<file path="config.mk">
export PLATFORM = sky130hd
export DESIGN_NAME = jt12_eg_ctrl_flat
export DESIGN_NICKNAME = d
export VERILOG_FILES = /design/src/rtl/jt12_eg_pkg.sv /design/src/rtl/jt12_eg_ctrl_if.sv /design/src/rtl/jt12_eg_slot_sr.sv /design/src/rtl/jt12_eg_ctrl.sv /design/src/flat_wrapper.sv
export SDC_FILE = /design/constraint.sdc
export NUM_CORES = 1
export LEC_CHECK = 0
export CAP_MARGIN = 20
export CORE_UTILIZATION = 41
export CTS_CLUSTER_DIAMETER = 150
export CTS_CLUSTER_SIZE = 20
export DETAILED_ROUTE_END_ITERATION = 6
export HOLD_SLACK_MARGIN = 0.08
export PLACE_DENSITY = 0.66
export SYNTH_ARGS = -nofsm -noshare
export SYNTH_HDL_FRONTEND = slang
export SYNTH_SLANG_ARGS = --single-unit
</file>
<file path="constraint.sdc">
create_clock -name clk -period 1.37 [get_ports clk]
set_input_delay 0.274 -clock clk [delete_from_list [all_inputs] [get_ports clk]]
set_output_delay 0.274 -clock clk [all_outputs]
set_load 0.1 [all_outputs]
</file>
<file path="src/rtl/jt12_eg_pkg.sv">
// Shared definitions for the envelope-generator slot engine.
// Latency: n/a (types and constants only).
// Backpressure: n/a.
package jt12_eg_pkg;

  localparam int NUM_SLOTS = 24;
  localparam int SLOT_W    = 5;

  // One-hot envelope phases; RELEASE is the all-zero code
  localparam logic [2:0] ATTACK  = 3'b001;
  localparam logic [2:0] DECAY   = 3'b010;
  localparam logic [2:0] HOLD    = 3'b100;
  localparam logic [2:0] RELEASE = 3'b000;

  localparam logic [9:0] EG_MAX = 10'h3FF;

  // Per-slot record held in the circular store
  typedef struct packed {
    logic [2:0] state;
    logic [9:0] eg;
    logic       ssg_inv;
    logic       cnt_lsb;
    logic       kon_prev;
  } eg_slot_t;

  localparam int ENTRY_W = $bits(eg_slot_t);

  // Silent slot: released, fully attenuated, no key history
  localparam eg_slot_t SLOT_RST = '{
    state:    RELEASE,
    eg:       EG_MAX,
    ssg_inv:  1'b0,
    cnt_lsb:  1'b0,
    kon_prev: 1'b0
  };

endpackage

</file>
<file path="src/rtl/jt12_eg_ctrl_if.sv">
// Bus between the slot engine (master) and the comb stage / key source (slave).
// Latency: n/a (wires only).
// Backpressure: none; clk_en is the only stall.
interface jt12_eg_ctrl_if;

  logic                          clk_en;
  logic                          kon;
  logic [jt12_eg_pkg::SLOT_W-1:0] slot;
  logic                          zero;
  logic [14:0]                   eg_cnt;
  logic                          keyon_now;
  logic                          keyoff_now;
  logic [2:0]                    state_cur;
  logic [9:0]                    eg_cur;
  logic                          ssg_inv_cur;
  logic                          cnt_lsb_cur;
  logic [2:0]                    state_nxt;
  logic [9:0]                    eg_nxt;
  logic                          ssg_inv_nxt;
  logic                          cnt_lsb_nxt;

  modport master (
    input  clk_en, kon,
    input  state_nxt, eg_nxt, ssg_inv_nxt, cnt_lsb_nxt,
    output slot, zero, eg_cnt, keyon_now, keyoff_now,
    output state_cur, eg_cur, ssg_inv_cur, cnt_lsb_cur
  );

  modport slave (
    output clk_en, kon,
    output state_nxt, eg_nxt, ssg_inv_nxt, cnt_lsb_nxt,
    input  slot, zero, eg_cnt, keyon_now, keyoff_now,
    input  state_cur, eg_cur, ssg_inv_cur, cnt_lsb_cur
  );

endinterface

</file>
<file path="src/rtl/jt12_eg_slot_sr.sv">
// Circular store: DEPTH entries of W bits, head entry read directly, tail loaded from din.
// Latency: head visible same cycle; a written entry returns to the head DEPTH enables later.
// Backpressure: none; en low freezes every entry.
module jt12_eg_slot_sr #(
  parameter int           W       = 16,
  parameter int           DEPTH   = 24,
  parameter logic [W-1:0] RST_VAL = '0
) (
  input  logic         clk,
  input  logic         rst_n,
  input  logic         en,
  input  logic [W-1:0] din,
  output logic [W-1:0] head
);

  logic [W-1:0] mem [DEPTH];

  // Shift toward the head; the written-back entry enters at the tail
  always_ff @(posedge clk or negedge rst_n) begin
    if (!rst_n) begin
      for (int i = 0; i < DEPTH; i++) mem[i] <= RST_VAL;
    end else if (en) begin
      for (int i = 0; i < DEPTH - 1; i++) mem[i] <= mem[i+1];
      mem[DEPTH-1] <= din;
    end
  end

  assign head = mem[0];

endmodule

</file>
<file path="src/rtl/jt12_eg_ctrl.sv">
// Slot-rotation engine: per-slot envelope store, slot counter, key edges, global eg_cnt.
// Latency: current-slot values are register outputs; comb results written back on the same clk_en.
// Backpressure: none; clk_en low holds every register and output.
module jt12_eg_ctrl
  import jt12_eg_pkg::*;
#(
  parameter int EG_DIV = 3
) (
  input  logic           clk,
  input  logic           rst_n,
  jt12_eg_ctrl_if.master bus
);

  localparam int                DIV_W     = (EG_DIV > 1) ? $clog2(EG_DIV) : 1;
  localparam logic [SLOT_W-1:0] LAST_SLOT = SLOT_W'(NUM_SLOTS - 1);
  localparam logic [DIV_W-1:0]  LAST_DIV  = DIV_W'(EG_DIV - 1);

  eg_slot_t          cur;
  eg_slot_t          wb;
  logic [SLOT_W-1:0] slot_q;
  logic [DIV_W-1:0]  div_q;
  logic [14:0]       eg_cnt_q;
  logic              last_slot;

  // Write-back record for the slot currently leaving the head
  always_comb begin
    wb          = SLOT_RST;
    wb.state    = bus.state_nxt;
    wb.eg       = bus.eg_nxt;
    wb.ssg_inv  = bus.ssg_inv_nxt;
    wb.cnt_lsb  = bus.cnt_lsb_nxt;
    wb.kon_prev = bus.kon;
  end

  jt12_eg_slot_sr #(
    .W       (ENTRY_W),
    .DEPTH   (NUM_SLOTS),
    .RST_VAL (SLOT_RST)
  ) u_store (
    .clk   (clk),
    .rst_n (rst_n),
    .en    (bus.clk_en),
    .din   (wb),
    .head  (cur)
  );

  assign last_slot = (slot_q == LAST_SLOT);

  // Slot index follows the store head around the rotation
  always_ff @(posedge clk or negedge rst_n) begin
    if (!rst_n) begin
      slot_q <= '0;
    end else if (bus.clk_en) begin
      slot_q <= last_slot ? '0 : slot_q + 1'b1;
    end
  end

  // Rotation divider; eg_cnt ticks once every EG_DIV full rotations
  always_ff @(posedge clk or negedge rst_n) begin
    if (!rst_n) begin
      div_q    <= '0;
      eg_cnt_q <= '0;
    end else if (bus.clk_en && last_slot) begin
      if (div_q == LAST_DIV) begin
        div_q    <= '0;
        eg_cnt_q <= eg_cnt_q + 1'b1;
      end else begin
        div_q <= div_q + 1'b1;
      end
    end
  end

  assign bus.slot        = slot_q;
  assign bus.zero        = (slot_q == '0);
  assign bus.eg_cnt      = eg_cnt_q;
  assign bus.state_cur   = cur.state;
  assign bus.eg_cur      = cur.eg;
  assign bus.ssg_inv_cur = cur.ssg_inv;
  assign bus.cnt_lsb_cur = cur.cnt_lsb;
  // Edges compare the live key level against the level last written for this slot
  assign bus.keyon_now   =  bus.kon & ~cur.kon_prev;
  assign bus.keyoff_now  = ~bus.kon &  cur.kon_prev;

endmodule

</file>
<file path="src/flat_wrapper.sv">
// flat-port wrapper written by rule: the top's interface ports become plain ports
module jt12_eg_ctrl_flat import jt12_eg_pkg::*;
#(
  parameter int EG_DIV = 3
)
  (clk, rst_n, bus_clk_en, bus_kon, bus_state_nxt, bus_eg_nxt, bus_ssg_inv_nxt, bus_cnt_lsb_nxt, bus_slot, bus_zero, bus_eg_cnt, bus_keyon_now, bus_keyoff_now, bus_state_cur, bus_eg_cur, bus_ssg_inv_cur, bus_cnt_lsb_cur);
  jt12_eg_ctrl_if bus_i ();
  input  logic clk;
  input  logic rst_n;
  input wire logic [$bits(bus_i.clk_en)-1:0] bus_clk_en;
  input wire logic [$bits(bus_i.kon)-1:0] bus_kon;
  input wire logic [$bits(bus_i.state_nxt)-1:0] bus_state_nxt;
  input wire logic [$bits(bus_i.eg_nxt)-1:0] bus_eg_nxt;
  input wire logic [$bits(bus_i.ssg_inv_nxt)-1:0] bus_ssg_inv_nxt;
  input wire logic [$bits(bus_i.cnt_lsb_nxt)-1:0] bus_cnt_lsb_nxt;
  output wire logic [$bits(bus_i.slot)-1:0] bus_slot;
  output wire logic [$bits(bus_i.zero)-1:0] bus_zero;
  output wire logic [$bits(bus_i.eg_cnt)-1:0] bus_eg_cnt;
  output wire logic [$bits(bus_i.keyon_now)-1:0] bus_keyon_now;
  output wire logic [$bits(bus_i.keyoff_now)-1:0] bus_keyoff_now;
  output wire logic [$bits(bus_i.state_cur)-1:0] bus_state_cur;
  output wire logic [$bits(bus_i.eg_cur)-1:0] bus_eg_cur;
  output wire logic [$bits(bus_i.ssg_inv_cur)-1:0] bus_ssg_inv_cur;
  output wire logic [$bits(bus_i.cnt_lsb_cur)-1:0] bus_cnt_lsb_cur;
  assign bus_i.clk_en = bus_clk_en;
  assign bus_i.kon = bus_kon;
  assign bus_i.state_nxt = bus_state_nxt;
  assign bus_i.eg_nxt = bus_eg_nxt;
  assign bus_i.ssg_inv_nxt = bus_ssg_inv_nxt;
  assign bus_i.cnt_lsb_nxt = bus_cnt_lsb_nxt;
  assign bus_slot = bus_i.slot;
  assign bus_zero = bus_i.zero;
  assign bus_eg_cnt = bus_i.eg_cnt;
  assign bus_keyon_now = bus_i.keyon_now;
  assign bus_keyoff_now = bus_i.keyoff_now;
  assign bus_state_cur = bus_i.state_cur;
  assign bus_eg_cur = bus_i.eg_cur;
  assign bus_ssg_inv_cur = bus_i.ssg_inv_cur;
  assign bus_cnt_lsb_cur = bus_i.cnt_lsb_cur;
  jt12_eg_ctrl #(.EG_DIV(EG_DIV)) u_core (.clk(clk), .rst_n(rst_n), .bus(bus_i));
endmodule
</file>
# Yosys cells after proc, flatten, opt, wreduce, memory -nomap -nowiden
# Index checks and enable logic that the tools add are counted.
totals:
  output_inout_bits: 38
  inputBits: 19
  ff_bits: 406
  elab_cells: 41
op_classes:
  reduce_logical: 3
  eq_ne: 2
  muxes: 2
  n_addsub: 3
  n_bitwise: 4
ops:
  columns: ["cell", "count"]
  rows:
  - ["adder 15 x 1 -> 15 bit (second input constant)", 1]
  - ["adder 5 x 1 -> 5 bit (second input constant)", 1]
  - ["equality test 5 bit (second input constant)", 1]
  - ["logical NOT 5 bit", 1]
  - ["two-way mux 5 bit", 1]
  - ["adder 2 x 1 -> 2 bit (second input constant)", 1]
  - ["bitwise AND 1 bit", 2]
  - ["equality test 2 bit (second input constant)", 1]
  - ["two-way mux 2 bit", 1]
  - ["NOT 1 bit", 2]
  - ["AND reduction 2 bit", 1]
  - ["logical AND 1 bit", 1]

# Longest topological paths before layout
depth:
  word_depth: 3
  ltp_mapped: 6
  depth_no_buf: 5

# Hierarchy
# A second synthesis with hierarchy kept.
hier_totals:
  hier_cells: 918
  area_unflattened_um2: 15996.6
modules_own_cells:
  columns: ["module", "cells_per_inst", "n_inst", "seq_area_each_um2", "area_per_inst_um2"]
  rows:
  - ["jt12_eg_slot_sr", 827, 1, 9909.5, 14931.8]
  - ["jt12_eg_ctrl", 91, 1, 550.5, 1064.8]

# Worst setup path after synthesis
# OpenSTA, ideal clock, no wires.
synth_timing:
  path_kind: "flip-flop to output port"
  start: "reg u_core.slot_q[2] (netlist: u_core.bus.slot[2])"
  end: "out bus_zero"
  stages_incl_launch_ff: 3
  required_ps: 1096
  slack_ps: -3121
  path_buffers: 1
  arrival_time_ps: 4217
  path_cell_list: "dfrtp_1 > buf_2 > nor4b_1"
synth_between:
  elab_chain_len: 1
synth_lines:
  columns: ["item", "line", "rtl"]
  rows:
  - ["start, declared", "jt12_eg_ctrl.sv:20", "logic [SLOT_W-1:0] slot_q;"]
  - ["start signal, assigned", "jt12_eg_ctrl.sv:54", "slot_q <= last_slot ? '0 : slot_q + 1'b1;"]
  - ["logical NOT 5 bit", "jt12_eg_ctrl.sv:74", "assign bus.zero = (slot_q == '0);"]
  - ["end, declared", "flat_wrapper.sv:17", "output wire logic [$bits(bus_i.zero)-1:0] bus_zero;"]
# Every way passes these cells.

# Worst setup path in the final report
layout_timing:
  start: "reg u_core.slot_q[0] (netlist: u_core.bus.slot[0])"
  end: "out bus_zero"
# The elaborated chain is that of the path after synthesis.

==> flow_metrics.env <==
export IMPL_drc=0
export IMPL_hp_class="in -> async"
export IMPL_fmax_mhz=486.7
export IMPL_numCtsBuffers=24
export IMPL_synthToLayoutAreaGrowth_pct=19.25
export IMPL_ys_warn_count=0
export IMPL_clk_latency_ps=530
export IMPL_die_x_um=197.1
export IMPL_cp_start_kind="flop"
export IMPL_place_congestion=0.7072
export IMPL_place_ws_ps=-276.3
export IMPL_max_clock_path_buffers=3
export IMPL_avgSynthCellArea_um2=17.03
export IMPL_grt_max_degree=80
export IMPL_antenna_left=0
export IMPL_final_nets=1044
export IMPL_ys_seq_area_frac=0.6704
export IMPL_overflow=0
export IMPL_post_route_min_period_ps=2055
export IMPL_cap_violations=0
export IMPL_clockRootBuffer="clkbuf_16"
export IMPL_whs_ps=188.1
export IMPL_rows=71
export IMPL_drive_gt1_frac=0.7753
export IMPL_status="complete, but fails checks"
export IMPL_ios=57
export IMPL_vias_per_cell=4.714
export IMPL_power_density_mw_per_mm2=2046
export IMPL_drv_slew=0
export IMPL_die_h_um=197.1
export IMPL_tightest_slew_ps=427.7
export IMPL_crit_type="reg -> out"
export IMPL_core_mm2=0.03758
export IMPL_first_iter_violations=217
export IMPL_peakVddDrop_uv=996.3
export IMPL_dp_hpwl_um=13420
export IMPL_cts_sinks=406
export IMPL_finalHoldViolCount=0
export IMPL_skew_ps=14.69
export IMPL_antenna_found_initial=0
export IMPL_start_util=0.4152
export IMPL_worst_ep_required_time_ps=1100
export IMPL_cp_end_kind="output port"
export IMPL_cts_tree="built"
export IMPL_netlist_cell_type_count=28
export IMPL_power_leakage_nw=7.666
export IMPL_wire_per_inst_um=13.58
export IMPL_synthCells=916
export IMPL_grt_pass1_vias=7735
export IMPL_syn_nets=938
export IMPL_rsz0062_at_grt="true"
export IMPL_ys_ff_latch=406
export IMPL_io_buffers=56
export IMPL_finalWorstSetupSlack_ps=-684.7
export IMPL_stdcell_count=1548
export IMPL_report_power_total_mw=38.08
export IMPL_htree_levels=1
export IMPL_antenna_cells=0
export IMPL_worstPathArrival_ps=1780
export IMPL_dp_cells=1473
export IMPL_vias=7297
export IMPL_maxSlewHeadroom=0.7149
export IMPL_clk_pin_slew_ps=80
export IMPL_totalWireLength_um=21020
export IMPL_fin_crit_sh=1.500
export IMPL_finalSetupViolCount=57
export IMPL_grt_pass1_wl_um=37980
export IMPL_failed_checks="setup timing"
export IMPL_critical_path_max_fanout=2
export IMPL_first_pass_iters=4
export IMPL_die_area_mm2=0.03884
export IMPL_syn_area_mm2=0.01560
export IMPL_grt_use_total=0.1152
[synthesized netlist by cell type (all sizes together)]
cell type | n | area, um^2
mux2 | 386 | 4347
dfstp | 240 | 6306
dfrtp | 166 | 4154
buf | 55 | 307.8
xnor2 | 13 | 113.9
nand2 | 8 | 30.03
nand4 | 7 | 43.79
nand3 | 6 | 30.03
o21ai | 5 | 25.02
clkbuf | 4 | 15.01
ha | 3 | 37.54
inv | 3 | 11.26
nor2 | 3 | 11.26
and3 | 2 | 12.51
nor2b | 2 | 12.51
xor2 | 2 | 17.52
a211oi | 1 | 7.510
a21o | 1 | 7.510
and2 | 1 | 6.260
and4 | 1 | 8.760
nand2b | 1 | 6.260
nand3b | 1 | 20.02
nand4b | 1 | 23.77
nor3 | 1 | 10.01
nor4 | 1 | 21.27
nor4b | 1 | 8.760
o211ai | 1 | 7.510
[cell families (layout without fill, tap and decap cells)]
group	Yosys count	in the layout	synth area share
muxes	386	386	0.2786
and+or+nand+nor	36	36	0.01572
adders and majority gates	3	3	0.002406
buffers and inverters	62	183	0.02141
DFF	406	406	0.6704
xor gates and xnor gates	15	15	0.008420
AOI/OAI and AO/OA	8	8	0.003048
[layout make-up]
class	count	area (um^2)
repair buffers	139	1894
multi-input cells	448	4867
clock buffers	40	681.9
clock inverters	1	16.27
fillers	3120	18970
inverters	3	16.27
flip-flops and latches	406	10490
well taps	511	639.4
[routing by layer]
metal,GRT usage,vias to the layer above,wire length (um)
li1,-,3413,-
met5,0,-,0
met4,0.02728,0,382
met1,0.1645,3792,10100
met2,0.1844,62,9934
met3,0.01878,30,601
[report_power, final]
| group | switching, mW | internal (mW) | leakage (nW) | total, mW |
|---|---|---|---|---|
| Clock | 3.69 | 3.43 | 0.333 | 7.12 |
| Combinational | 4.17 | 5.44 | 2.80 | 9.61 |
| Sequential | 2.41 | 18.9 | 4.53 | 21.3 |
[per-stage QoR]
| stage | area, um^2 | util | setup TNS, ps |
|---|---|---|---|
| 2_1_floorplan | 15690 | - | -7222 |
| 6_report | 18610 | 0.4951 | -9303 |
| 5_1_grt | 18610 | 0.4951 | -12920 |
| 3_5_place_dp | 17590 | 0.4682 | -2283 |
| 3_3_place_gp | 17590 | 0.4682 | -1893 |
| 4_1_cts | 18530 | 0.4930 | -8761 |
[placed cells by master (no fill, tap or decap), drive strengths merged]
cell type,n
a211oi,1
nor4b,1
nand2b,1
nand4b,1
o21ai,5
nor3,1
mux2,386
nor4,1
buf,122
nor2b,2
ha,3
xnor2,13
nand3,6
xor2,2
dlygate4sd3,1
and4,1
dfstp,240
and3,2
nor2,3
clkdlybuf4s50,16
o211ai,1
nand3b,1
and2,1
nand2,8
a21o,1
dfrtp,166
inv,4
nand4,7
clkbuf,40
[critical path, cell delays in order, from the launching register on]
cell and delay [ps]:
dfrtp_4 490, buf_6 130, inv_4 60, ha_4 120, nor4b_4 240, buf_12 210
[timing repair]
item                                    CTS  global route
hold buffers                              1             0
gates resized for setup                  14             2
gates cloned                              0             0
endpoints found under the setup margin   52            54
setup buffers                            24            12
pin swaps                                 4             1
hold endpoints to repair                180             0
[final timing paths]
kind | start | endpoint | slack [ps] | cells past startpoint
min in group clk | bus_clk_en | u_core.u_store.mem[144]$_DFFE_PN0P_ | 190 | 3
max in group asynchronous | rst_n | u_core.u_store.mem[139]$_DFFE_PN1P_ | 490 | 4
min reg2reg | u_core.u_store.mem[13]$_DFFE_PN0P_ | u_core.u_store.mem[29]$_DFFE_PN0P_ | 500 | 1
max reg2reg | u_core.bus.slot[0]$_DFFE_PN0P_ | u_core.bus.eg_cnt[12]$_DFFE_PN0P_ | -300 | 7
min | rst_n | u_core.u_store.mem[111]$_DFFE_PN0P_ | 190 | 2
max | u_core.bus.slot[0]$_DFFE_PN0P_ | bus_zero | -680 | 5
[state kept, by name, indices dropped and copies added (netlist names)]
register,cells
u_core.bus.eg_cnt,15
u_core.u_store.head,16
u_core.div_q,2
u_core.bus.slot,5
u_core.u_store.mem,368
(Power assumes the default switching activity.)
